<file path="config.mk">
export PLATFORM = sky130hd
export DESIGN_NAME = issue_queue_param
export DESIGN_NICKNAME = d
export VERILOG_FILES = /design/src/rtl/issue_queue_param.sv
export SDC_FILE = /design/constraint.sdc
export NUM_CORES = 2
export LEC_CHECK = 0
export CAP_MARGIN = 20
export CORE_ASPECT_RATIO = 1.25
export CORE_MARGIN = 10
export CORE_UTILIZATION = 40
export CTS_CLUSTER_DIAMETER = 200
export DETAILED_ROUTE_END_ITERATION = 10
export PLACE_DENSITY = 0.67
export RECOVER_POWER = 25
export REMOVE_ABC_BUFFERS = 1
export SLEW_MARGIN = 20
export SYNTH_ARGS = -nofsm -noshare
export SYNTH_HDL_FRONTEND = slang
export SYNTH_SLANG_ARGS = --single-unit
</file>
<file path="constraint.sdc">
create_clock -name clk -period 35.2 [get_ports clk]
set_input_delay 3.52 -clock clk [delete_from_list [all_inputs] [get_ports clk]]
set_output_delay 3.52 -clock clk [all_outputs]
set_load 0.1 [all_outputs]
</file>
<file path="src/rtl/issue_queue_param.sv">
// Out-of-order issue queue: tag wakeup broadcast, oldest-first select relative to the
// active-list head, single-entry output register, and age-based partial flush.
module issue_queue_param #(
   parameter int DEPTH     = 16,
   parameter int TAG_W     = 6,
   parameter int AGE_W     = 5,
   parameter int PAYLOAD_W = 64,
   parameter int NUM_WK    = 2
) (
   input  logic                       clk,
   input  logic                       rst,
   input  logic                       in_valid,
   output logic                       in_ready,
   input  logic [2*TAG_W-1:0]         in_tag,
   input  logic [1:0]                 in_rdy,
   input  logic [AGE_W-1:0]           in_age,
   input  logic [PAYLOAD_W-1:0]       in_payload,
   input  logic [NUM_WK-1:0]          wk_valid,
   input  logic [NUM_WK*TAG_W-1:0]    wk_tag,
   input  logic                       flush,
   input  logic                       flush_all,
   input  logic [AGE_W-1:0]           flush_age,
   input  logic [AGE_W-1:0]           al_head,
   output logic                       out_valid,
   input  logic                       out_ready,
   output logic [AGE_W-1:0]           out_age,
   output logic [2*TAG_W-1:0]         out_tag,
   output logic [PAYLOAD_W-1:0]       out_payload,
   output logic [$clog2(DEPTH+1)-1:0] count
);
   localparam int IDX_W = $clog2(DEPTH);
   localparam int CNT_W = $clog2(DEPTH+1);

   function automatic logic wk_hit(
      input logic [TAG_W-1:0]        tag,
      input logic [NUM_WK-1:0]       v,
      input logic [NUM_WK*TAG_W-1:0] tags
   );
      logic hit;
      hit = 1'b0;
      for (int k = 0; k < NUM_WK; k++) begin
         hit = hit | (v[k] & (tags[k*TAG_W +: TAG_W] == tag));
      end
      return hit;
   endfunction

   // Distance from the active-list head; modular so ages may wrap past 2^AGE_W.
   function automatic logic [AGE_W-1:0] rel_age(
      input logic [AGE_W-1:0] age,
      input logic [AGE_W-1:0] head
   );
      return age - head;
   endfunction

   logic [DEPTH-1:0]     valid_q, valid_d;
   logic [DEPTH-1:0]     rdy1_q, rdy1_d;
   logic [DEPTH-1:0]     rdy2_q, rdy2_d;
   logic [TAG_W-1:0]     tag1_q    [DEPTH];
   logic [TAG_W-1:0]     tag1_d    [DEPTH];
   logic [TAG_W-1:0]     tag2_q    [DEPTH];
   logic [TAG_W-1:0]     tag2_d    [DEPTH];
   logic [AGE_W-1:0]     age_q     [DEPTH];
   logic [AGE_W-1:0]     age_d     [DEPTH];
   logic [PAYLOAD_W-1:0] payload_q [DEPTH];
   logic [PAYLOAD_W-1:0] payload_d [DEPTH];

   logic                 out_valid_q, out_valid_d;
   logic [AGE_W-1:0]     out_age_q, out_age_d;
   logic [2*TAG_W-1:0]   out_tag_q, out_tag_d;
   logic [PAYLOAD_W-1:0] out_payload_q, out_payload_d;
   logic [CNT_W-1:0]     count_q, count_d;

   logic [DEPTH-1:0]     kill_s;
   logic [DEPTH-1:0]     elig_s;
   logic                 out_kill_s;
   logic [AGE_W-1:0]     flush_rel_s;
   logic                 sel_found_s;
   logic [IDX_W-1:0]     sel_idx_s;
   logic [AGE_W-1:0]     best_rel_s;
   logic                 free_found_s;
   logic [IDX_W-1:0]     free_idx_s;
   logic                 in_ready_s;
   logic                 dispatch_s;
   logic                 out_load_s;

   // Kill mask and eligibility; a killed entry is never offered to select.
   always_comb begin
      flush_rel_s = rel_age(flush_age, al_head);
      kill_s      = '0;
      elig_s      = '0;
      for (int i = 0; i < DEPTH; i++) begin
         kill_s[i] = flush & (flush_all | (rel_age(age_q[i], al_head) > flush_rel_s));
         elig_s[i] = valid_q[i] & rdy1_q[i] & rdy2_q[i] & ~kill_s[i];
      end
      out_kill_s = flush & (flush_all | (rel_age(out_age_q, al_head) > flush_rel_s));
   end

   // Oldest eligible entry; strict compare keeps the lowest index on a tie.
   always_comb begin
      sel_found_s = 1'b0;
      sel_idx_s   = '0;
      best_rel_s  = '0;
      for (int i = 0; i < DEPTH; i++) begin
         if (elig_s[i] && (!sel_found_s || (rel_age(age_q[i], al_head) < best_rel_s))) begin
            sel_found_s = 1'b1;
            sel_idx_s   = IDX_W'(i);
            best_rel_s  = rel_age(age_q[i], al_head);
         end else begin
            sel_found_s = sel_found_s;
         end
      end
   end

   // Lowest-indexed free slot for dispatch.
   always_comb begin
      free_found_s = ~&valid_q;
      free_idx_s   = '0;
      for (int i = DEPTH - 1; i >= 0; i--) begin
         if (!valid_q[i]) begin
            free_idx_s = IDX_W'(i);
         end else begin
            free_idx_s = free_idx_s;
         end
      end
   end

   // Handshake decisions for this cycle.
   always_comb begin
      in_ready_s = (count_q < CNT_W'(DEPTH)) & ~flush;
      dispatch_s = in_valid & in_ready_s & free_found_s;
      out_load_s = (~out_valid_q | out_ready) & sel_found_s;
   end

   // Entry array next state: wakeup, issue invalidation, flush kill, dispatch write.
   always_comb begin
      valid_d   = valid_q & ~kill_s;
      tag1_d    = tag1_q;
      tag2_d    = tag2_q;
      age_d     = age_q;
      payload_d = payload_q;
      for (int i = 0; i < DEPTH; i++) begin
         rdy1_d[i] = rdy1_q[i] | wk_hit(tag1_q[i], wk_valid, wk_tag);
         rdy2_d[i] = rdy2_q[i] | wk_hit(tag2_q[i], wk_valid, wk_tag);
      end
      if (out_load_s) begin
         valid_d[sel_idx_s] = 1'b0;
      end else begin
         valid_d = valid_d;
      end
      if (dispatch_s) begin
         valid_d[free_idx_s]   = 1'b1;
         tag1_d[free_idx_s]    = in_tag[TAG_W-1:0];
         tag2_d[free_idx_s]    = in_tag[2*TAG_W-1:TAG_W];
         rdy1_d[free_idx_s]    = in_rdy[0] | wk_hit(in_tag[TAG_W-1:0], wk_valid, wk_tag);
         rdy2_d[free_idx_s]    = in_rdy[1] | wk_hit(in_tag[2*TAG_W-1:TAG_W], wk_valid, wk_tag);
         age_d[free_idx_s]     = in_age;
         payload_d[free_idx_s] = in_payload;
      end else begin
         valid_d = valid_d;
      end
      count_d = '0;
      for (int i = 0; i < DEPTH; i++) begin
         count_d = count_d + CNT_W'(valid_d[i]);
      end
   end

   // Output register: load when free or draining, otherwise hold unless consumed or killed.
   always_comb begin
      out_valid_d   = out_valid_q;
      out_age_d     = out_age_q;
      out_tag_d     = out_tag_q;
      out_payload_d = out_payload_q;
      if (out_load_s) begin
         out_valid_d   = 1'b1;
         out_age_d     = age_q[sel_idx_s];
         out_tag_d     = {tag2_q[sel_idx_s], tag1_q[sel_idx_s]};
         out_payload_d = payload_q[sel_idx_s];
      end else if (out_kill_s || out_ready) begin
         out_valid_d = 1'b0;
      end else begin
         out_valid_d = out_valid_q;
      end
   end

   // Control state, cleared asynchronously.
   always_ff @(posedge clk or posedge rst) begin
      if (rst) begin
         valid_q     <= '0;
         rdy1_q      <= '0;
         rdy2_q      <= '0;
         out_valid_q <= 1'b0;
         count_q     <= '0;
      end else begin
         valid_q     <= valid_d;
         rdy1_q      <= rdy1_d;
         rdy2_q      <= rdy2_d;
         out_valid_q <= out_valid_d;
         count_q     <= count_d;
      end
   end

   // Data storage is qualified by the valid bits and needs no reset.
   always_ff @(posedge clk) begin
      tag1_q        <= tag1_d;
      tag2_q        <= tag2_d;
      age_q         <= age_d;
      payload_q     <= payload_d;
      out_age_q     <= out_age_d;
      out_tag_q     <= out_tag_d;
      out_payload_q <= out_payload_d;
   end

   assign in_ready    = in_ready_s;
   assign out_valid   = out_valid_q;
   assign out_age     = out_age_q;
   assign out_tag     = out_tag_q;
   assign out_payload = out_payload_q;
   assign count       = count_q;

endmodule
</file>
==> impl_metrics.csv <==
group,metric,value,unit
setup_path,path_buf_inv,17,
placed_design,placement.io_buffers,200,
global_routing,met3_usage,3.946,%
timing,max_slew.worst_pin.slew,1144,ps
timing,finalCritPeriodShare,96.44,%
global_routing,antenna_found_initial,23,
placed_design,gp_congestion,0.8902,
global_routing,grt_start_max_net_pins,79,
setup_path,worstSetupPathType,"in2reg",
setup_path,rrSetupSlack,3980,ps
routing,drt_iter0_drc,3900,
power_and_ir_drop,vdd_ir_drop_max,0.04376,mV
routing,wl,196800,um
floorplanning,coreArea,162100,sq um
clock_network,cts_tree,"yes",
setup_path,cp-start-kind,"input pin",
setup_path,worstPathMaxFanout,7,
global_routing,overflow,0,
logic_synthesis,ys_seq_area_share,65.39,%
floorplanning,initial_utilization,40.29,%
logic_synthesis,synth_flop_cell,"edfxtp_1",
clock_network,clock_sinks,1431,
clock_network,clockBufferDepth,3,
placed_design,dp_hpwl,123000,um
layout,stdcell_count,7558,
setup_path,cp-end-kind,"flop",
timing,period_minus_slack,33950,ps
logic_synthesis,ys_ff_latch,1431,
global_routing,grt_pass1_wl,286400,um
power_and_ir_drop,power_density,56.02,nW/um^2
placed_design,place_ws,-2084,ps
clock_network,root_buffer,"clkbuf_16",
clock_network,clk_pin_slew,60,ps
floorplanning,row_count,165,
logic_synthesis,avgSynthCellArea,13.47,sq um
logic_synthesis,synth_top_cell_by_area,"edfxtp_1",
timing,hold_viol,0,
hold_path,min_to,"rdy1_q[15]$_DFF_PP0_",
floorplanning,dieArea,179900,sq um
layout,areaGrowthSynthToFinish,17.75,%
routing,viasPerCell,5.806,
global_routing,grt_use_total,20.96,%
clock_network,h-tree-depth,4,
layout,final_layout_size_suffix_gt1_share,14.18,%
floorplanning,fp.dieH,471.7,um
logic_synthesis,synth_edf_count,1377,
layout,fin_util,47.45,%
global_routing,met1_usage,25.99,%
clock_network,clk_latency,780,ps
setup_path,slowest_delay,590,ps
hold_path,worstHoldStart,"rdy1_q[15]$_DFF_PP0_",
logic_synthesis,synth_area_leaders,"edfxtp_1 63%, nand2_1 3.7%, ha_1 3.6%",
floorplanning,dieWidth,381.4,um
power_and_ir_drop,p_leak,26.05,nW
layout,final_nets,5605,
routing,postRouteAntennaNets,0,
setup_path,required,35850,ps
timing,slew_violations,0,
setup_path,cp.arrival,34600,ps
hold_path,min_path_type,"reg2reg",
logic_synthesis,synth_area,65300,sq um
timing,max_freq,0.02946,GHz
routing,post_drt_wl_per_cell,26.04,um
layout,final_common_cell,"edfxtp_1",
placed_design,place_area,71610,sq um
logic_synthesis,ys_types,105,
logic_synthesis,yosysWarningCount,0,
timing,max-slew-margin-rel,23.49,%
clock_network,cts_buffers,138,
status,outcome,"complete, no violations",
hold_path,hold_depth,2,
placed_design,dp.cells,7273,
layout,design_area,76890,sq um
timing,hold_ws,547.3,ps
setup_path,r2r_end,"count[4]$_DFF_PP0_",
floorplanning,io_pins,201,
setup_path,worst_path_max_delay_cell,"fa_1",
global_routing,met2_usage,35.04,%
layout,fillers,13960,
global_routing,grt_pass1_vias,44310,
run,drv_cap,0,
setup_path,reg2reg_from,"age_q[75]$_DFFE_PP_",
timing,finalSetupViolCount,0,
logic_synthesis,synth_top_area_share,63.32,%
setup_path,r2r_cells,175,
setup_path,crit_top_cell,"a21o_1",
routing,vias,43880,
layout,final_cell_mix,"1377 x edfxtp_1, 638 x nand2_1, 323 x buf_4",
routing,remaining_drc_errors,0,
logic_synthesis,async_flop_share,3.774,%
clock_network,cts_hold_buf,0,
timing,fin_skew,34.32,ps
logic_synthesis,syn_inst,4846,
timing,setup_slack,1255,ps
routing,firstDrtPassIters,7,
setup_path,crit_family,"compound AO/OA/AOI/OAI gates",
global_routing,grt.busiest_layer,"met2",
-- cell usage after synthesis (63+ instances only) --
cell type / count
edfxtp_1: 1377
nand2_1: 642
a21oi_1: 344
xnor2_1: 251
a22oi_1: 236
xor2_1: 226
ha_1: 188
clkbuf_1: 169
nand4_1: 163
inv_1: 110
nor4_1: 95
a21o_1: 82
or3_1: 80
nor2_1: 77
o221ai_1: 77
a221o_1: 73
o21ai_0: 63
-- where the power goes --
group	switching, W	internal [W]
combinational	0.000588	0.000279
clock	0.000629	0.000823
sequential	0.0000402	0.00195
total	0.00126	0.00305
-- timing repair --
| item | in CTS | in global routing |
|---|---|---|
| gates resized for setup | 40 | 110 |
| setup endpoints to repair | 60 | 86 |
| setup buffers | 13 | 20 |
| cloned | 0 | 0 |
| pin swaps | 16 | 94 |
-- layer usage --
metal | wire (um) | vias up | part of all wire, %
met3 | 14650 | 470 | 7.4
met4 | 9986 | 18 | 5.1
met5 | 116 | - | 0.059
met1 | 77400 | 22070 | 39
met2 | 94680 | 1870 | 48
li1 | - | 19450 | -
-- logic make-up after synthesis --
kind of cell | after synthesis | synth area share [%]
adder cells (fa/ha/maj) | 237 | 4.785
XOR/XNOR | 480 | 6.490
flip-flops | 1431 | 65.39
buffers and inverters | 364 | 2.244
AO/OA/AOI/OAI | 1071 | 11.54
AND/OR/NAND/NOR | 1242 | 9.222
multiplexers | 21 | 0.3315
-- state kept, by name, summed over array words and instances, names as in the netlist --
signal / flops
age_q: 80
count: 5
out_age: 5
out_payload: 64
out_tag: 12
out_valid: 1
payload_q: 1024
rdy1_q: 16
rdy2_q: 16
tag1_q: 96
tag2_q: 96
valid_q: 16
-- through the flow --
stage,total power [W],TNS [ps]
3_5_place_dp,0.002851,-83870
4_1_cts,0.004307,0
3_3_place_gp,0.002843,-19860
2_1_floorplan,0.002532,-1263090
6_report,0.004308,0
5_1_grt,0.004454,-766.1
-- worst max-delay path by stage --
stage / depth (start not counted) / endpoint / slack (ps) / startpoint
after floorplan: 156 / out_tag[2]$_DFFE_PP_ / -13720 / al_head[1]
after global placement: 173 / count[4]$_DFF_PP0_ / -1230 / al_head[0]
after detailed placement: 170 / count[4]$_DFF_PP0_ / -2080 / al_head[0]
after CTS: 176 / count[4]$_DFF_PP0_ / 10 / flush_age[0]
after global routing: 177 / count[4]$_DFF_PP0_ / -220 / flush_age[0]
final: 177 / count[4]$_DFF_PP0_ / 1250 / flush_age[0]
-- worst reg2reg max path: cells and delay by family, from the launching register on --
family / cells / cell delay, ps
adders and majority gates: 25 / 7680
buffers and inverters: 15 / 1660
AOI/OAI and AO/OA: 91 / 14760
DFF: 1 / 420
and+or+nand+nor: 41 / 5620
muxes: 3 / 1000
-- layout make-up --
class,instances,area (sq um),area share [%]
Sequential cell,1431,42700,55.53
Multi-Input combinational cell,3051,21960,28.56
Timing Repair Buffer,543,4713,6.130
Clock buffer,168,3628,4.719
Tap cell,2171,2716,3.533
Clock inverter,77,716.9,0.9324
Inverter,111,439.2,0.5711
Antenna cell,6,15.01,0.01953
Note: power is estimated with default switching activity, not from simulation.
